==> config.mk <==
export PLATFORM = sky130hd
export DESIGN_NAME = axi_enhanced_tx_port_arb_mux
export DESIGN_NICKNAME = d
export VERILOG_FILES = /design/src/rtl/axi_enhanced_tx_pkg.sv /design/src/rtl/axi_enhanced_tx_rr_arb.sv /design/src/rtl/axi_enhanced_tx_port_arb_mux.sv
export SDC_FILE = /design/constraint.sdc
export NUM_CORES = 1
export LEC_CHECK = 0
export CORE_AREA = 8 8 153 155
export CTS_CLUSTER_SIZE = 14
export DETAILED_ROUTE_END_ITERATION = 10
export DIE_AREA = 0 0 161 163
export DONT_BUFFER_PORTS = 1
export GPL_TIMING_DRIVEN = 0
export MAX_ROUTING_LAYER = met4
export SYNTH_ARGS = -nofsm -noshare
export SYNTH_HDL_FRONTEND = slang
export SYNTH_SLANG_ARGS = --single-unit
==> constraint.sdc <==
create_clock -name com_iclk -period 4.98 [get_ports com_iclk]
set_clock_uncertainty 0.1 [all_clocks]
set_input_delay 0.747 -clock com_iclk [delete_from_list [all_inputs] [get_ports com_iclk]]
set_output_delay 0.747 -clock com_iclk [all_outputs]
set_load 0.01 [all_outputs]
==> src/rtl/axi_enhanced_tx_pkg.sv <==
// Shared types and constants for the enhanced TX port arbiter/mux.
package axi_enhanced_tx_pkg;

  // Mux FSM: IDLE arbitrates, PKT streams the locked channel until tlast.
  typedef enum logic [0:0] {
    ST_IDLE = 1'b0,
    ST_PKT  = 1'b1
  } state_e;

  // Channel 0 carries configuration TLPs and always wins arbitration.
  localparam int CH_CFG = 0;

  // tuser bit positions as seen by the TX pipeline.
  localparam int TUSER_DISCONTINUE = 0;
  localparam int TUSER_STREAMED    = 1;
  localparam int TUSER_ECRC_EN     = 2;
  localparam int TUSER_ERR_FWD     = 3;

  // Ceiling log2, usable in parameter expressions.
  function automatic int clog2(input int value);
    int r;
    r = 0;
    for (int v = value - 1; v > 0; v = v >> 1) begin
      r = r + 1;
    end
    return r;
  endfunction

endpackage

==> src/rtl/axi_enhanced_tx_rr_arb.sv <==
// Round-robin search over channels 1..NUM_CH-1 starting at rr_ptr.
// Channel 0 is never a candidate here; its priority lives in the parent.
module axi_enhanced_tx_rr_arb #(
  parameter int NUM_CH = 4,
  parameter int CH_W   = 2
) (
  input  logic [NUM_CH-1:0] eligible,
  input  logic [CH_W-1:0]   rr_ptr,
  output logic [CH_W-1:0]   winner,
  output logic              found
);

  int idx;

  // First eligible channel at or after rr_ptr, wrapping NUM_CH-1 -> 1.
  always_comb begin
    winner = '0;
    found  = 1'b0;
    idx    = 0;
    for (int k = 0; k < NUM_CH - 1; k++) begin
      idx = int'(rr_ptr) + k;
      if (idx >= NUM_CH) idx = idx - (NUM_CH - 1);
      if (!found && eligible[idx[CH_W-1:0]]) begin
        found  = 1'b1;
        winner = CH_W'(idx);
      end
    end
  end

endmodule

==> src/rtl/axi_enhanced_tx_port_arb_mux.sv <==
// NUM_CH-input AXI-S TLP arbiter and registered mux toward the TX pipeline.
// Channel 0 (CFG) has strict priority, the rest are round-robin, and a grant
// is held for a whole packet. Link-down discards input and flushes in-flight
// packets.
//
// Handshake: a beat transfers on any rising edge where tvalid and tready are
// both high; tvalid, once raised, is not expected to depend on tready, and
// the output register only changes when it is empty or being drained.
module axi_enhanced_tx_port_arb_mux
  import axi_enhanced_tx_pkg::*;
#(
  parameter int C_DATA_WIDTH = 64,
  parameter int NUM_CH       = 4,
  parameter int USER_WIDTH   = 4,
  parameter int TCQ          = 1,
  parameter int STRB_WIDTH   = C_DATA_WIDTH / 8,
  parameter int CH_W         = (clog2(NUM_CH) < 1) ? 1 : clog2(NUM_CH)
) (
  input  logic                         com_iclk,
  input  logic                         com_sysrst_n,
  input  logic [NUM_CH*C_DATA_WIDTH-1:0] s_axis_tdata,
  input  logic [NUM_CH*STRB_WIDTH-1:0] s_axis_tstrb,
  input  logic [NUM_CH*USER_WIDTH-1:0] s_axis_tuser,
  input  logic [NUM_CH-1:0]            s_axis_tvalid,
  input  logic [NUM_CH-1:0]            s_axis_tlast,
  output logic [NUM_CH-1:0]            s_axis_tready,
  input  logic [NUM_CH-1:0]            ch_thrtl,
  output logic [C_DATA_WIDTH-1:0]      m_axis_tdata,
  output logic [STRB_WIDTH-1:0]        m_axis_tstrb,
  output logic [USER_WIDTH-1:0]        m_axis_tuser,
  output logic                         m_axis_tvalid,
  output logic                         m_axis_tlast,
  input  logic                         m_axis_tready,
  input  logic                         trn_lnk_up,
  output logic [CH_W-1:0]              channel_sel,
  output logic                         flush_axis_tlp,
  output state_e                       dbg_state,
  output logic [CH_W-1:0]              dbg_rr_ptr
);

  state_e                  state_q, state_d;
  logic [CH_W-1:0]         channel_sel_q, channel_sel_d;
  logic [CH_W-1:0]         rr_ptr_q, rr_ptr_d;
  logic                    lnk_q, lnk_d;
  logic                    flush_q, flush_d;
  logic [C_DATA_WIDTH-1:0] m_data_q, m_data_d;
  logic [STRB_WIDTH-1:0]   m_strb_q, m_strb_d;
  logic [USER_WIDTH-1:0]   m_user_q, m_user_d;
  logic                    m_valid_q, m_valid_d;
  logic                    m_last_q, m_last_d;

  logic [NUM_CH-1:0]       eligible;
  logic [NUM_CH-1:0]       tready_c;
  logic [CH_W-1:0]         rr_winner;
  logic                    rr_found;
  logic                    load;
  logic                    accept;
  logic                    sel_thrtl;

  // Throttle never applies to CFG; bit 0 is deliberately ignored.
  assign eligible = s_axis_tvalid & ~{ch_thrtl[NUM_CH-1:1], 1'b0};

  logic unused_ok;
  assign unused_ok = ^{ch_thrtl[0], TCQ};

  axi_enhanced_tx_rr_arb #(
    .NUM_CH (NUM_CH),
    .CH_W   (CH_W)
  ) u_rr_arb (
    .eligible (eligible),
    .rr_ptr   (rr_ptr_q),
    .winner   (rr_winner),
    .found    (rr_found)
  );

  // Next-state, output register loading and per-channel tready.
  always_comb begin
    state_d       = state_q;
    channel_sel_d = channel_sel_q;
    rr_ptr_d      = rr_ptr_q;
    lnk_d         = trn_lnk_up;
    m_data_d      = m_data_q;
    m_strb_d      = m_strb_q;
    m_user_d      = m_user_q;
    m_valid_d     = m_valid_q;
    m_last_d      = m_last_q;
    tready_c      = '0;
    accept        = 1'b0;
    load          = ~m_valid_q | m_axis_tready;
    sel_thrtl     = ch_thrtl[channel_sel_q] & (channel_sel_q != CH_W'(CH_CFG));
    // Falling link edge while a packet is open (in the FSM or the output reg).
    flush_d       = lnk_q & ~trn_lnk_up &
                    ((state_q == ST_PKT) | (m_valid_q & ~m_last_q));

    if (!trn_lnk_up) begin
      // Swallow everything upstream and drop the output beat.
      state_d   = ST_IDLE;
      m_valid_d = 1'b0;
      tready_c  = '1;
    end else begin
      case (state_q)
        ST_IDLE: begin
          if (eligible[CH_CFG]) begin
            channel_sel_d = CH_W'(CH_CFG);
            state_d       = ST_PKT;
          end else if (rr_found) begin
            channel_sel_d = rr_winner;
            state_d       = ST_PKT;
          end
        end
        ST_PKT: begin
          tready_c[channel_sel_q] = load & ~sel_thrtl;
          accept = load & ~sel_thrtl & s_axis_tvalid[channel_sel_q];
          if (accept) begin
            m_data_d  = s_axis_tdata[int'(channel_sel_q)*C_DATA_WIDTH +: C_DATA_WIDTH];
            m_strb_d  = s_axis_tstrb[int'(channel_sel_q)*STRB_WIDTH +: STRB_WIDTH];
            m_user_d  = s_axis_tuser[int'(channel_sel_q)*USER_WIDTH +: USER_WIDTH];
            m_last_d  = s_axis_tlast[channel_sel_q];
            m_valid_d = 1'b1;
            if (s_axis_tlast[channel_sel_q]) begin
              state_d = ST_IDLE;
              if (channel_sel_q != CH_W'(CH_CFG)) begin
                rr_ptr_d = (channel_sel_q == CH_W'(NUM_CH - 1)) ? CH_W'(1)
                                                                : channel_sel_q + CH_W'(1);
              end
            end
          end
        end
        default: state_d = ST_IDLE;
      endcase
      if (load && !accept) m_valid_d = 1'b0;
    end
  end

  // State and output registers; reset clears everything immediately.
  always_ff @(posedge com_iclk or negedge com_sysrst_n) begin
    if (!com_sysrst_n) begin
      state_q       <= ST_IDLE;
      channel_sel_q <= '0;
      rr_ptr_q      <= CH_W'(1);
      lnk_q         <= 1'b0;
      flush_q       <= 1'b0;
      m_data_q      <= '0;
      m_strb_q      <= '0;
      m_user_q      <= '0;
      m_valid_q     <= 1'b0;
      m_last_q      <= 1'b0;
    end else begin
      state_q       <= state_d;
      channel_sel_q <= channel_sel_d;
      rr_ptr_q      <= rr_ptr_d;
      lnk_q         <= lnk_d;
      flush_q       <= flush_d;
      m_data_q      <= m_data_d;
      m_strb_q      <= m_strb_d;
      m_user_q      <= m_user_d;
      m_valid_q     <= m_valid_d;
      m_last_q      <= m_last_d;
    end
  end

  // tready is combinational, so force it low while reset is held.
  assign s_axis_tready  = com_sysrst_n ? tready_c : '0;
  assign m_axis_tdata   = m_data_q;
  assign m_axis_tstrb   = m_strb_q;
  assign m_axis_tuser   = m_user_q;
  assign m_axis_tvalid  = m_valid_q;
  assign m_axis_tlast   = m_last_q;
  assign channel_sel    = channel_sel_q;
  assign flush_axis_tlp = flush_q;
  assign dbg_state      = state_q;
  assign dbg_rr_ptr     = rr_ptr_q;

endmodule

* Word level (Yosys, flattened, before mapping)
Cells that the tools add are included.
** Word-level totals
- Output and inout port bits :: 88
- Bits in latches :: 0
- Register bits after elaboration :: 85
- Memories kept :: 0
- Bits in writable memories :: 0
- ROM bits :: 0
- Input port bits :: 320
** Operators by class
- Reduce and logical (&&, ||, !) cells :: 13
- $mul :: 0
- Multiplexer cells :: 41
- Order comparisons :: 8
- Bitwise gates (word level) :: 16
- Shifts and indexed selects :: 3
- Divide/modulo/power cells :: 0
- Add/subtract/negate cells :: 6
- Equal/unequal tests :: 3
** Operator list (number)
- variable part select 256 x 9 -> 64 bit :: 1
- variable part select 32 x 6 -> 8 bit :: 1
- 2-to-1 mux 1 bit :: 21
- 2-to-1 mux 2 bit :: 9
- variable part select 16 x 5 -> 4 bit :: 1
- binary-select mux 1 bit (select 2 bit) :: 6
- less-than comparator 2 x 3 -> 1 bit, second input constant :: 4
- 2-to-1 mux 4 bit :: 3
- AND 4 bit :: 2
- AND 1 bit :: 6
- >= comparator 3 bit, second input constant :: 2
- != test 3 x 1 -> 1 bit, second input constant :: 2
- AND reduction 3 bit :: 2
- inverter 1 bit :: 5
- AND reduction 5 bit :: 1
- logical AND 1 bit :: 4
- inverter 4 bit :: 1
- nonzero test 2 bit :: 2
- subtractor 2 x 1 -> 2 bit, second input constant :: 2
- adder 2 x 1 -> 3 bit, second input constant :: 1
- adder 2 x 2 -> 3 bit, second input constant :: 1
- >= comparator 2 x 3 -> 1 bit, second input constant :: 1
- logical NOT 1 bit :: 3
- adder 2 x 1 -> 2 bit, second input constant :: 1
- 7 further kinds :: 8

* Depth between registers and ports, before layout
- Depth after elaboration :: 15
- Gate-level depth with buffers :: 12
- Depth with buffers taken out :: 7

* Hierarchy
From an unflattened synthesis, not the netlist that was laid out.
** Second synthesis, totals
- Cells, all modules :: 335
- Area total of the unflattened synthesis :: 5537.8 um^2
** Modules (own cells, without submodules)
- axi_enhanced_tx_port_arb_mux :: area an instance 5335.1 um^2, cells each 316, instances 1
- axi_enhanced_tx_rr_arb :: area an instance 202.7 um^2, cells each 19, instances 1

* Least setup slack after synthesis
No wires, ideal clock.
- Path kind :: register to output
- Start :: register channel_sel_q[0] (netlist: channel_sel[0])
- End :: output port s_axis_tready[1]
- Slack :: 2.048 ns
- Stages on the path, launching flop included :: 10
- Path buffers :: 3
- Arrival :: 2.085 ns
- Cells stage by stage :: dfrtp_1 > buf_2 > buf_6 > buf_1 > inv_2 > ha_1 > inv_1 > a211oi_1 > nand2_1 > a21boi_1
** Between the ends
- Longest elaborated chain between the ends :: 9
- Elaborated cells on any way between the ends :: 15
** Ends and longest elaborated chain
- start: declaration :: RTL line axi_enhanced_tx_port_arb_mux.sv:42 : logic [CH_W-1:0] channel_sel_q, channel_sel_d;
- start signal: assignment :: RTL line axi_enhanced_tx_port_arb_mux.sv:150 : channel_sel_q <= channel_sel_d;
- branches (longest 5 deep; another with less-than comparator 2 x 3 -> 1 bit)
- AND 4 bit (no source line) (*)
- 2-to-1 mux 4 bit (*) :: RTL line axi_enhanced_tx_port_arb_mux.sv:101 : case (state_q)
- 2-to-1 mux 4 bit (*) :: RTL line axi_enhanced_tx_port_arb_mux.sv:95 : if (!trn_lnk_up) begin
- 2-to-1 mux 4 bit (*) :: RTL line axi_enhanced_tx_port_arb_mux.sv:163 : assign s_axis_tready = com_sysrst_n ? tready_c : '0;
- end: declaration :: RTL line axi_enhanced_tx_port_arb_mux.sv:26 : output logic [NUM_CH-1:0] s_axis_tready,
Every way passes the cells marked *. The select of a mux whose other input is x is not followed.

* Final worst setup path
- Start :: register channel_sel_q[1] (netlist: channel_sel[1])
- End :: output port s_axis_tready[2]
The elaborated chain is that of the path after synthesis.

==> impl_results.md <==
- Min setup slack post-route: 0.951 ns
- Ys flop type: dfrtp_1
- Cts bufs inserted: 9
- # rows: 53
- Vias post-DR: 3568
- Fillers: 2087
- VDD IR-drop max: 0.225 mV
- Max-slew violation count: 0
- Final Cycle Share: 80.9%
- WL met3: 2180 um
- # clock sinks: 85
- # Post-CTS Setup Buffers: 0
- H-tree depth: 3
- DRC: 0
- Worst min path class: in -> async
- Least-Margin Pin Slew: 1.06 ns
- Initial antenna violation count: 4
- DRT iter0 DRCs: 278
- CP Capture Type: primary output
- Top cells by area, synth: dfrtp_1, mux4_2, mux2_1
- Total wire length: 21400 um
- Die Ht: 163 um
- Pre-CTS WS: 1.09 ns
- Total GRT Usage: 16.0%
- Global-route wire length before repair: 30000 um
- Clk_lat worst skew: 0.34 ns
- Mapped Cells: 341
- Post-synth EDFFs: 0
- Detail Route Antenna Nets: 0
- Met2 wire length: 11400 um
- Highest routed layer: met4
- NumNets Final: 679
- Crit path DAT: 3.18 ns
- Total grt overflow: 0
- Gpl congestion: 0.825
- PortBufs: 0
- Share of cells above drive strength 1: 32.1%
- Ports: 408
- Crit path required time: 4.13 ns
- DRT Pass-1 Iters: 4
- Wire per inst: 33.6 um
- Syn nets: 667
- Top-area cell type share of the netlist area: 38.6%
- Top-count cell post-synth: dfrtp_1
- Pin count of the biggest net entering global routing: 85
- Setup TNS: 0 ns
- Sequential area share after synthesis: 39.1%
- Period minus WS final: 4.03 ns
- Root buffer selected by CTS: clkbuf_16
- Vias in the first global route: 4203
- P&R area growth vs syn: 12.8%
- Synth Area per Inst: 16.0 um^2
- RSZ-0062 raised after global routing: no
- Max-cap viol count: 0
- Synth Warn #: 0
- Die area: 0.0262 mm^2
- Leakage: 2.25 nW
- Layout Utilization: 29.5%
- Status: finished clean
- Met1 WL: 7640 um
- Cell Area, Synth: 0.00545 mm^2
- Top cells by count, synth: dfrtp_1, mux4_2, mux2_1
- Reg clk slew, reported paths: 0.07 ns
- Final Hold Fails: 0
- Fmax achieved: 248 MHz
- Hpwl dp: 17800 um
- Via-to-Cell Ratio: 5.59
- CTS tree: done
- Flops & latches, synth: 85
- Power Dens Cells: 573 mW/mm^2
- Core ar.: 0.0208 mm^2
- Startpoint Class: register
- Max-slew headroom: 29.6%
- Cell variety after synth: 40
- Final setup fails: 0
- FFs w/ async S/R, synth: 100%
- Die width: 161 um
- Crit path kind: reg -> out
- Min Hold Slack: 0.148 ns
- Starting Density: 26.2%
- Yosys top cell by area: dfrtp_1
- Maximum fanout along the worst path: 10
- Clock Path Buffers: 2
## critical path, cell delays in order (launching register included)
cell and delay (ns):
dfrtp_1 0.46, buf_2 0.34, buf_1 0.66, clkbuf_1 0.55
inv_1 0.14, ha_1 0.26, inv_1 0.09, a211oi_1 0.12
nand2_1 0.11, a21boi_1 0.10
## per-layer routing
metal | vias to the layer above | GRT usage (%)
met5 | - | -
met4 | 0 | 4.08
met3 | 10 | 6.42
met2 | 288 | 28.0
met1 | 1860 | 16.6
li1 | 1410 | -
## kinds of logic (layout without fill, tap and decap cells)
family                   after synthesis  after routing  share of synthesized area (%)
AND/OR/NAND/NOR                       34             34                           3.77
multiplexers                         162            162                           49.9
flip-flops                            85             85                           39.1
adder cells (fa/ha/maj)                6              6                           1.38
buffers and inverters                 36             53                           3.31
AO/OA/AOI/OAI                         18             18                           2.53
other                                  0              5                              0
## final timing paths
check	slack [ns]	cells past startpoint	end	from
hold / removal	0.15	0	dbg_rr_ptr[0]	com_sysrst_n
max in group asynchronous	4.20	1	m_axis_tdata[5]	com_sysrst_n
setup / recovery	0.95	9	s_axis_tready[2]	channel_sel[1]
hold reg to reg	0.43	1	flush_axis_tlp	lnk_q
min in group com_iclk	0.33	0	lnk_q	trn_lnk_up
setup reg to reg	1.22	12	m_axis_tdata[42]	channel_sel[1]
## layout make-up
| cell class | count | area, um^2 | area share, % |
|---|---|---|---|
| Tap cell | 275 | 344 | 5.60 |
| Clock inverter | 5 | 82.6 | 1.34 |
| Timing Repair Buffer | 1 | 27.5 | 0.448 |
| Clock buffer | 11 | 233 | 3.79 |
| Multi-Input combinational cell | 220 | 3140 | 51.0 |
| Sequential cell | 85 | 2130 | 34.6 |
| Antenna cell | 5 | 12.5 | 0.204 |
| Buffer | 28 | 150 | 2.44 |
| Inverter | 8 | 30.0 | 0.489 |
## stage by stage
| stage | cells | power (W) | cell area [um^2] |
|---|---|---|---|
| 2_1_floorplan | 341 | 0.00242 | 5450 |
| 3_3_place_gp | 616 | 0.00275 | 5790 |
| 3_5_place_dp | 616 | 0.00282 | 5790 |
| 4_1_cts | 633 | 0.00360 | 6130 |
| 5_1_grt | 637 | 0.00375 | 6140 |
| 6_report | 638 | 0.00352 | 6140 |
## power by group
part	leakage (nW)	internal, W	switching (W)
combinational	1.08	0.000709	0.000579
sequential	1.02	0.00103	0.000466
clock	0.154	0.000442	0.000289
total	2.25	0.00218	0.00133
## state kept, by name, summed over array words and instances (netlist names), 2 cells and up
signal	cells
m_axis_tdata	64
m_axis_tstrb	8
m_axis_tuser	4
dbg_rr_ptr	2
channel_sel	2
## layout by cell type, fill, tap and decap left out, types with 5 or more instances in the layout
cell type	count
ha_1	6
mux2_1	77
mux4_2	80
buf_2	6
diode_2	5
clkbuf_16	9
nor2b_1	5
clkbuf_1	14
nand2_1	8
dfrtp_1	84
mux2i_1	5
inv_1	6
## repair_timing
action,in CTS,in global routing
endpoints found under the setup margin,0,0
hold buffers,1,0
resized for setup,0,0
hold endpoints to repair,84,0
(Power assumes the default switching activity.)
